==> src/rtl/processor_pkg.sv <==
// Shared definitions for the processor slice: program-loader FSM encoding and
// default frame parameters.
package processor_pkg;

  typedef enum logic [2:0] {
    S_IDLE,
    S_COUNT,
    S_DATA,
    S_WRITE,
    S_CHECK,
    S_DONE,
    S_ERROR
  } loader_state_t;

  localparam logic [7:0]  DEFAULT_HEADER    = 8'hA5;
  localparam int unsigned DEFAULT_MAX_WORDS = 64;

  // A word count is usable when it is non-zero and fits the program space.
  function automatic logic count_ok(input logic [7:0] n, input int unsigned max_words);
    return (n != 8'd0) && ({24'd0, n} <= max_words);
  endfunction

endpackage

==> src/rtl/program_loader.sv <==
// Byte-stream program loader: parses HEADER / count / big-endian words / XOR
// checksum frames, writes words into instruction memory and holds the CPU in clear.
module program_loader
  import processor_pkg::*;
#(
  parameter logic [7:0]  HEADER    = DEFAULT_HEADER,
  parameter int unsigned MAX_WORDS = DEFAULT_MAX_WORDS
) (
  input  logic        clk,
  input  logic        clr_n,
  input  logic        rx_valid,
  input  logic [7:0]  rx_data,
  output logic        rx_ready,
  output logic        prog_write,
  output logic [7:0]  prog_addr,
  output logic [31:0] prog_data,
  output logic        cpu_clr,
  output logic        done,
  output logic        error
);

  loader_state_t state;
  logic [7:0]  n_words;
  logic [7:0]  word_cnt;
  logic [1:0]  byte_cnt;
  logic [7:0]  addr;
  logic [23:0] asm_reg;
  logic [7:0]  chk;

  always_ff @(posedge clk or negedge clr_n) begin
    if (!clr_n) begin
      state      <= S_IDLE;
      rx_ready   <= 1'b1;
      prog_write <= 1'b0;
      prog_addr  <= '0;
      prog_data  <= '0;
      cpu_clr    <= 1'b1;
      done       <= 1'b0;
      error      <= 1'b0;
      n_words    <= '0;
      word_cnt   <= '0;
      byte_cnt   <= '0;
      addr       <= '0;
      asm_reg    <= '0;
      chk        <= '0;
    end else begin
      prog_write <= 1'b0;
      rx_ready   <= 1'b1;
      // Follows the state register, so the CPU is released one cycle after DONE.
      cpu_clr    <= (state != S_DONE);

      case (state)
        S_IDLE, S_DONE, S_ERROR: begin
          if (rx_valid && rx_data == HEADER) begin
            state <= S_COUNT;
            done  <= 1'b0;
            error <= 1'b0;
          end
        end

        S_COUNT: begin
          if (rx_valid) begin
            if (!count_ok(rx_data, MAX_WORDS)) begin
              state <= S_ERROR;
              error <= 1'b1;
            end else begin
              n_words  <= rx_data;
              addr     <= '0;
              byte_cnt <= '0;
              word_cnt <= '0;
              chk      <= '0;
              state    <= S_DATA;
            end
          end
        end

        S_DATA: begin
          if (rx_valid) begin
            asm_reg <= {asm_reg[15:0], rx_data};
            chk     <= chk ^ rx_data;
            if (byte_cnt == 2'd3) begin
              byte_cnt   <= '0;
              prog_write <= 1'b1;
              prog_data  <= {asm_reg, rx_data};
              prog_addr  <= addr;
              rx_ready   <= 1'b0;
              state      <= S_WRITE;
            end else begin
              byte_cnt <= byte_cnt + 2'd1;
            end
          end
        end

        S_WRITE: begin
          addr     <= addr + 8'd4;
          word_cnt <= word_cnt + 8'd1;
          state    <= (word_cnt + 8'd1 == n_words) ? S_CHECK : S_DATA;
        end

        S_CHECK: begin
          if (rx_valid) begin
            if (rx_data == chk) begin
              state <= S_DONE;
              done  <= 1'b1;
            end else begin
              state <= S_ERROR;
              error <= 1'b1;
            end
          end
        end

        default: state <= S_IDLE;
      endcase
    end
  end

endmodule

==> config.mk <==
export PLATFORM = sky130hd
export DESIGN_NAME = program_loader
export DESIGN_NICKNAME = d
export VERILOG_FILES = /design/src/rtl/processor_pkg.sv /design/src/rtl/program_loader.sv
export SDC_FILE = /design/constraint.sdc
export NUM_CORES = 1
export LEC_CHECK = 0
export ABC_AREA = 1
export CORE_ASPECT_RATIO = 1.25
export CORE_UTILIZATION = 48
export CTS_CLUSTER_SIZE = 28
export DETAILED_ROUTE_END_ITERATION = 8
export GPL_ROUTABILITY_DRIVEN = 0
export PLACE_DENSITY_LB_ADDON = 0.3
export SLEW_MARGIN = 40
export SYNTH_ARGS = -nofsm -noshare
export SYNTH_HDL_FRONTEND = slang
export SYNTH_SLANG_ARGS = --single-unit
==> constraint.sdc <==
create_clock -name clk -period 4.15 [get_ports clk]
set_input_delay 0.83 -clock clk [delete_from_list [all_inputs] [get_ports clk]]
set_output_delay 0.83 -clock clk [all_outputs]
set_load 0.05 [all_outputs]
==> results.sh, run 1 <==
export IMPL_wl_per_cell_um=13.4
export IMPL_cap_violations=0
export IMPL_cts_tree="done"
export IMPL_finClkSkew_ns=0.00947
export IMPL_post_cts_resized=0
export IMPL_dr_first_iter_drc_count=215
export IMPL_cts_buffers=9
export IMPL_fin_area_sq_um=5470
export IMPL_wirelength_mm=9.40
export IMPL_antenna_found_initial=0
export IMPL_synthCells=523
export IMPL_crit_type="in -> reg"
export IMPL_layout_min_cycle_time_ns=2.61
export IMPL_hold_viol_final=0
export IMPL_path_max_fanout=17
export IMPL_required_ns=4.36
export IMPL_slew_viol_final=0
export IMPL_clock_latency_ns=0.35
export IMPL_dpl_cell_area_sq_um=5160
export IMPL_grt_overflow_total=0
export IMPL_worst_pin_slew_ns=0.732
export IMPL_fp_dieArea_sq_um=9910
export IMPL_synth_area_sq_um=4570
export IMPL_dr_total_vias=3519
export IMPL_areaGrowthSynthToFinish_pct=19.8
export IMPL_start_util_pct=49.8
export IMPL_cts_hold_buffers=0
export IMPL_die_h_um=111
export IMPL_drive_gt1_share_pct=8.12
export IMPL_dr_pass1_iters=4
export IMPL_cp_arrival_ns=2.82
export IMPL_rr_endpoint="state[1]$_DFFE_PN0P_"
export IMPL_path_clk_slew_ns=0.06
export IMPL_p_per_area_nw_per_um2=877
export IMPL_layout_nets=588
export IMPL_yosysSeqAreaShare_pct=55.9
export IMPL_status="finished, final reports clean"
export IMPL_slew_headroom_pct=51.2
export IMPL_ir_worst_vdd_mv=0.446
export IMPL_grt_max_degree=77
export IMPL_viasPerCell=5.01
export IMPL_largest_register_ffs=32
export IMPL_fp_row_count=39
export IMPL_rsz0062_at_grt="no"
export IMPL_grt_first_pass_wirelength_mm=15.9
export IMPL_rr_startpoint="word_cnt[0]$_DFFE_PN0P_"
export IMPL_postCtsSetupBuffers=0
export IMPL_io_buffers=53
export IMPL_tns_ns=0
export IMPL_core_area_sq_um=9170
export IMPL_hold_path_depth=2
export IMPL_async_reset_ff_share_pct=100
export IMPL_cts_buffer_depth=2
export IMPL_hp_start="byte_cnt[1]$_DFFE_PN0P_"
export IMPL_finalCritPeriodShare_pct=62.9
export IMPL_cts_root_buf="clkbuf_16"
export IMPL_die_w_um=89.3
export IMPL_yosys_warnings=0
export IMPL_syn_area_per_cell_sq_um=8.73
export IMPL_hp_class="reg -> reg"
export IMPL_fillers=845
export IMPL_regArea_sq_um=2550
export IMPL_insertedDiodeCount=0
export IMPL_htree_levels=3
export IMPL_synth_ff_type="dfrtp_1"
export IMPL_r2r_slack_ns=2.21
export IMPL_synth_edf_count=0
export IMPL_grt_use_total_pct=21.2
export IMPL_ant_nets=0
export IMPL_hold_end="byte_cnt[1]$_DFFE_PN0P_"
export IMPL_r2r_cells=12
export IMPL_dpl_hpwl_mm=6.46
export IMPL_ys_types=34
export IMPL_end_kind="flop"
export IMPL_setup_violations=0
export IMPL_multi_input_area_sq_um=1630
export IMPL_fmax_mhz=383
export IMPL_total_leakage_power_nw=2.62
export IMPL_start_kind="input port"
export IMPL_remaining_drc_errors=0
export IMPL_synth_seq_cells=102
export IMPL_cts_sinks=102
export IMPL_io_pins=56
export IMPL_grt_pass1_vias=3373
## power by group
part	switching, mW	internal (mW)
Combinational	1.45	0.725
Clock	0.365	0.503
Sequential	0.309	1.44
## area by class of cell
cell class | instances | area share (%)
Clock buffer | 12 | 4.69
Clock inverter | 4 | 0.960
Inverter | 68 | 4.76
Multi-Input combinational cell | 335 | 29.8
Sequential cell | 102 | 46.7
Tap cell | 123 | 2.81
Timing Repair Buffer | 58 | 10.3
## cell families after synthesis
logic type / after synthesis / share of synthesized area, %
and+or+nand+nor: 218 / 20.2
DFF: 102 / 55.9
AOI/OAI and AO/OA: 100 / 12.2
buffers and inverters: 87 / 8.49
xor gates and xnor gates: 12 / 2.30
adders and majority gates: 3 / 0.822
other: 1 / 0.0821
## metal layers
layer | GRT usage, % | up-vias | share of wire (%)
li1 | - | 1752 | -
met5 | 0 | - | 0
met1 | 29.3 | 1683 | 46
met2 | 32.3 | 68 | 48
met4 | 10.9 | 0 | 2.1
met3 | 2.98 | 16 | 3.8
## critical path, stage by stage
cell and delay, ns:
clkdlybuf4s50_1 0.57, nor2_1 0.19, nand3_1 0.11, nand2_1 0.07, nand2_1 0.06, nor2_2 0.18, nand3_2 0.08, buf_4 0.20
nand2_1 0.35, o21ai_0 0.15
## worst max path at each step
stage          startpoint  slack (ns)  depth (start not counted)                   endpoint
2_1_floorplan  rx_data[2]        2.27                          9        addr[2]$_DFFE_PN0P_
6_report       rx_data[2]        1.54                         10    word_cnt[5]$_DFFE_PN0P_
3_3_place_gp     rx_valid        1.16                          7  prog_data[27]$_DFFE_PN0P_
5_1_grt        rx_data[2]        1.36                         10    word_cnt[4]$_DFFE_PN0P_
4_1_cts        rx_data[2]        1.55                         10    word_cnt[7]$_DFFE_PN0P_
3_5_place_dp   rx_data[2]        1.18                         10    word_cnt[3]$_DFFE_PN0P_
## placed cells by master (no fill, tap or decap), types with 4 or more instances in the layout
cell,synthesis,layout
clkdlybuf4s50_1,0,52
nor3_1,4,4
o21ai_1,27,27
o21ai_0,53,53
nand2_1,161,161
dfrtp_1,100,100
o21ai_2,9,9
nor2_1,17,17
xor2_1,5,5
inv_1,63,63
o22ai_1,4,4
nand3_1,23,23
buf_4,3,6
clkbuf_16,0,9
xnor2_1,7,7
## cell usage after synthesis (2+ instances only)
master	n	share of area [%]
o21ai_1	27	3.0
xnor2_1	7	1.3
o22ai_1	4	0.55
buf_6	6	1.5
inv_2	4	0.33
buf_2	2	0.22
buf_4	3	0.49
clkbuf_1	8	0.66
nor2_1	17	1.4
nand3_1	23	2.5
a21oi_1	3	0.33
inv_1	63	5.2
nor3_1	4	0.44
dfrtp_1	100	55
o21ai_2	9	1.7
ha_1	3	0.82
nor2_8	2	0.88
nand2_1	161	13
xor2_1	5	0.96
nor2_2	3	0.41
o21ai_0	53	5.8
dfstp_2	2	1.2
nand4_1	3	0.41
## through the flow
step                utilization, %  std cells  worst slack, ns  power, mW  hold slack (ns)
global route                  59.7        702             1.36       5.10            0.499
detailed placement            56.3        686             1.18       3.95            0.470
floorplan                        -        524             2.27       3.26            0.446
global placement              56.3        686             1.16       3.88            0.461
CTS                           59.7        702             1.55       4.83            0.483
finish                        59.7        702             1.54       4.80            0.481
No activity file was read; power rests on OpenSTA's default activity.
==> run 2: changes to the inputs <==
clock period = 2.5 ns   (was 4.15 ns; I/O delays follow)
==> run 2 against run 1 <==
Via count grew 0.11%. Sequential cell count is the same. Power increased by 66%. Design area is 0.55% higher. Global-route usage grew 0.85 points. Critical path depth is 9 lower. Sequential share of layout area decreased by 0.25 points. Critical path type is now reg -> out. Highest routed layer unchanged.
==> results.sh, run 2 (synthesized netlist as in run 1, its figures left out) <==
export IMPL_status="finished, final reports clean"
export IMPL_final_cell_mix="nand2_1 (161), dfrtp_1 (100), inv_1 (63)"
export IMPL_largest_register_ffs=32
export IMPL_cts_root_buf="clkbuf_16"
export IMPL_tns_ns=0
export IMPL_cts_sinks=102
export IMPL_insertedDiodeCount=0
export IMPL_dr_first_iter_drc_count=235
export IMPL_max_stage_delay_ns=0.79
export IMPL_die_h_um=111
export IMPL_start_util_pct=49.8
export IMPL_viasPerCell=5.00
export IMPL_total_leakage_power_nw=2.63
export IMPL_setup_violations=0
export IMPL_cts_tree="done"
export IMPL_critPathBufInv=1
export IMPL_layout_nets=591
export IMPL_dpl_hpwl_mm=7.03
export IMPL_wirelength_mm=9.90
export IMPL_path_clk_slew_ns=0.08
export IMPL_fillers=847
export IMPL_cp_cell_sequence="clkdlybuf4s50_1"
export IMPL_cts_buffers=9
export IMPL_remaining_drc_errors=0
export IMPL_post_cts_resized=0
export IMPL_p_per_area_nw_per_um2=1450
export IMPL_hold_viol_final=0
export IMPL_die_w_um=89.3
export IMPL_layout_min_cycle_time_ns=2.15
export IMPL_required_ns=2.00
export IMPL_fp_row_count=39
export IMPL_cts_buffer_depth=2
export IMPL_clock_latency_ns=0.35
export IMPL_slew_headroom_pct=62.1
export IMPL_core_area_sq_um=9170
export IMPL_io_buffers=53
export IMPL_cts_hold_buffers=0
export IMPL_ant_nets=0
export IMPL_grt_max_degree=53
export IMPL_final_cells=705
export IMPL_start_kind="flop"
export IMPL_areaGrowthSynthToFinish_pct=20.5
export IMPL_postCtsSetupBuffers=0
export IMPL_fp_dieArea_sq_um=9910
export IMPL_wl_per_cell_um=14.0
export IMPL_slew_viol_final=0
export IMPL_ir_worst_vdd_mv=0.760
export IMPL_end_kind="primary output"
export IMPL_htree_levels=3
export IMPL_worst_pin_slew_ns=0.569
export IMPL_crit_type="reg -> out"
export IMPL_io_pins=56
export IMPL_rsz0062_at_grt="no"
export IMPL_cp_arrival_ns=1.65
export IMPL_antenna_found_initial=0
export IMPL_grt_first_pass_wirelength_mm=16.7
export IMPL_drive_gt1_share_pct=8.76
export IMPL_grt_use_total_pct=22.0
export IMPL_dr_pass1_iters=4
export IMPL_cp_slowest_cell="clkdlybuf4s50_1"
export IMPL_grt_pass1_vias=3541
export IMPL_hp_class="in -> async"
export IMPL_finalCritPeriodShare_pct=86.1
export IMPL_layout_commonest_cell="nand2_1"
export IMPL_cap_violations=0
export IMPL_dr_total_vias=3523
export IMPL_finClkSkew_ns=0.0130
export IMPL_grt_overflow_total=0
export IMPL_path_max_fanout=1
export IMPL_placedCellCount=689
export IMPL_fmax_mhz=465
export IMPL_path_delay_family="buffers and inverters"
[run 2: cell types whose count changed in the layout (fill, tap and decap cells not counted), sizes merged]
cell      previous run  this run
buf                  6         9
clkbuf              12         9
clkinv               2         1
clkinvlp             0         2
inv                 69        71
[run 2: worst paths after layout]
kind / from / endpoint / slack, ns / cells after the start
setup / recovery: rx_ready$_DFF_PN1_ / rx_ready / 0.35 / 1
hold / removal: clr_n / prog_addr[4]$_DFFE_PN0P_ / 0.13 / 1
setup reg to reg: word_cnt[0]$_DFFE_PN0P_ / state[1]$_DFFE_PN0P_ / 0.53 / 12
hold reg to reg: byte_cnt[1]$_DFFE_PN0P_ / byte_cnt[1]$_DFFE_PN0P_ / 0.49 / 2
max in group asynchronous: clr_n / rx_ready$_DFF_PN1_ / 1.59 / 2
min in group clk: byte_cnt[1]$_DFFE_PN0P_ / byte_cnt[1]$_DFFE_PN0P_ / 0.49 / 2
[run 2: layout make-up]
type,count,area (sq um),area share [%]
clock inverters,7,81.3,1.48
flip-flops and latches,102,2550,46.4
clock buffers,9,225,4.09
repair buffers,61,601,10.9
inverters,68,258,4.68
multi-input cells,335,1630,29.6
well taps,123,154,2.80
[run 2: power by group]
group	switching (mW)	internal, mW
Sequential	0.503	2.39
Combinational	2.44	1.21
Clock	0.650	0.792
Total	3.59	4.39
[run 2: layer usage]
| metal | vias up | share of wire, % | track usage (%) |
|---|---|---|---|
| met5 | - | 0 | 0 |
| met4 | 0 | 1.3 | 7.62 |
| met3 | 11 | 3.9 | 4.69 |
| met2 | 63 | 51 | 36.0 |
| met1 | 1695 | 44 | 28.7 |
| li1 | 1754 | - | - |
[run 2: stage by stage]
step | instance area, sq um | hold slack (ns) | util [%] | total power [mW] | setup slack (ns)
after floorplan | 4570 | 0.204 | - | 5.41 | 0.945
after global placement | 5200 | 0.458 | 56.6 | 6.47 | 0.255
after detailed placement | 5200 | 0.471 | 56.6 | 6.58 | 0.176
after CTS | 5500 | 0.153 | 60.0 | 8.05 | 0.336
after global routing | 5500 | 0.170 | 60.0 | 8.50 | 0.321
final | 5500 | 0.125 | 60.0 | 7.99 | 0.348
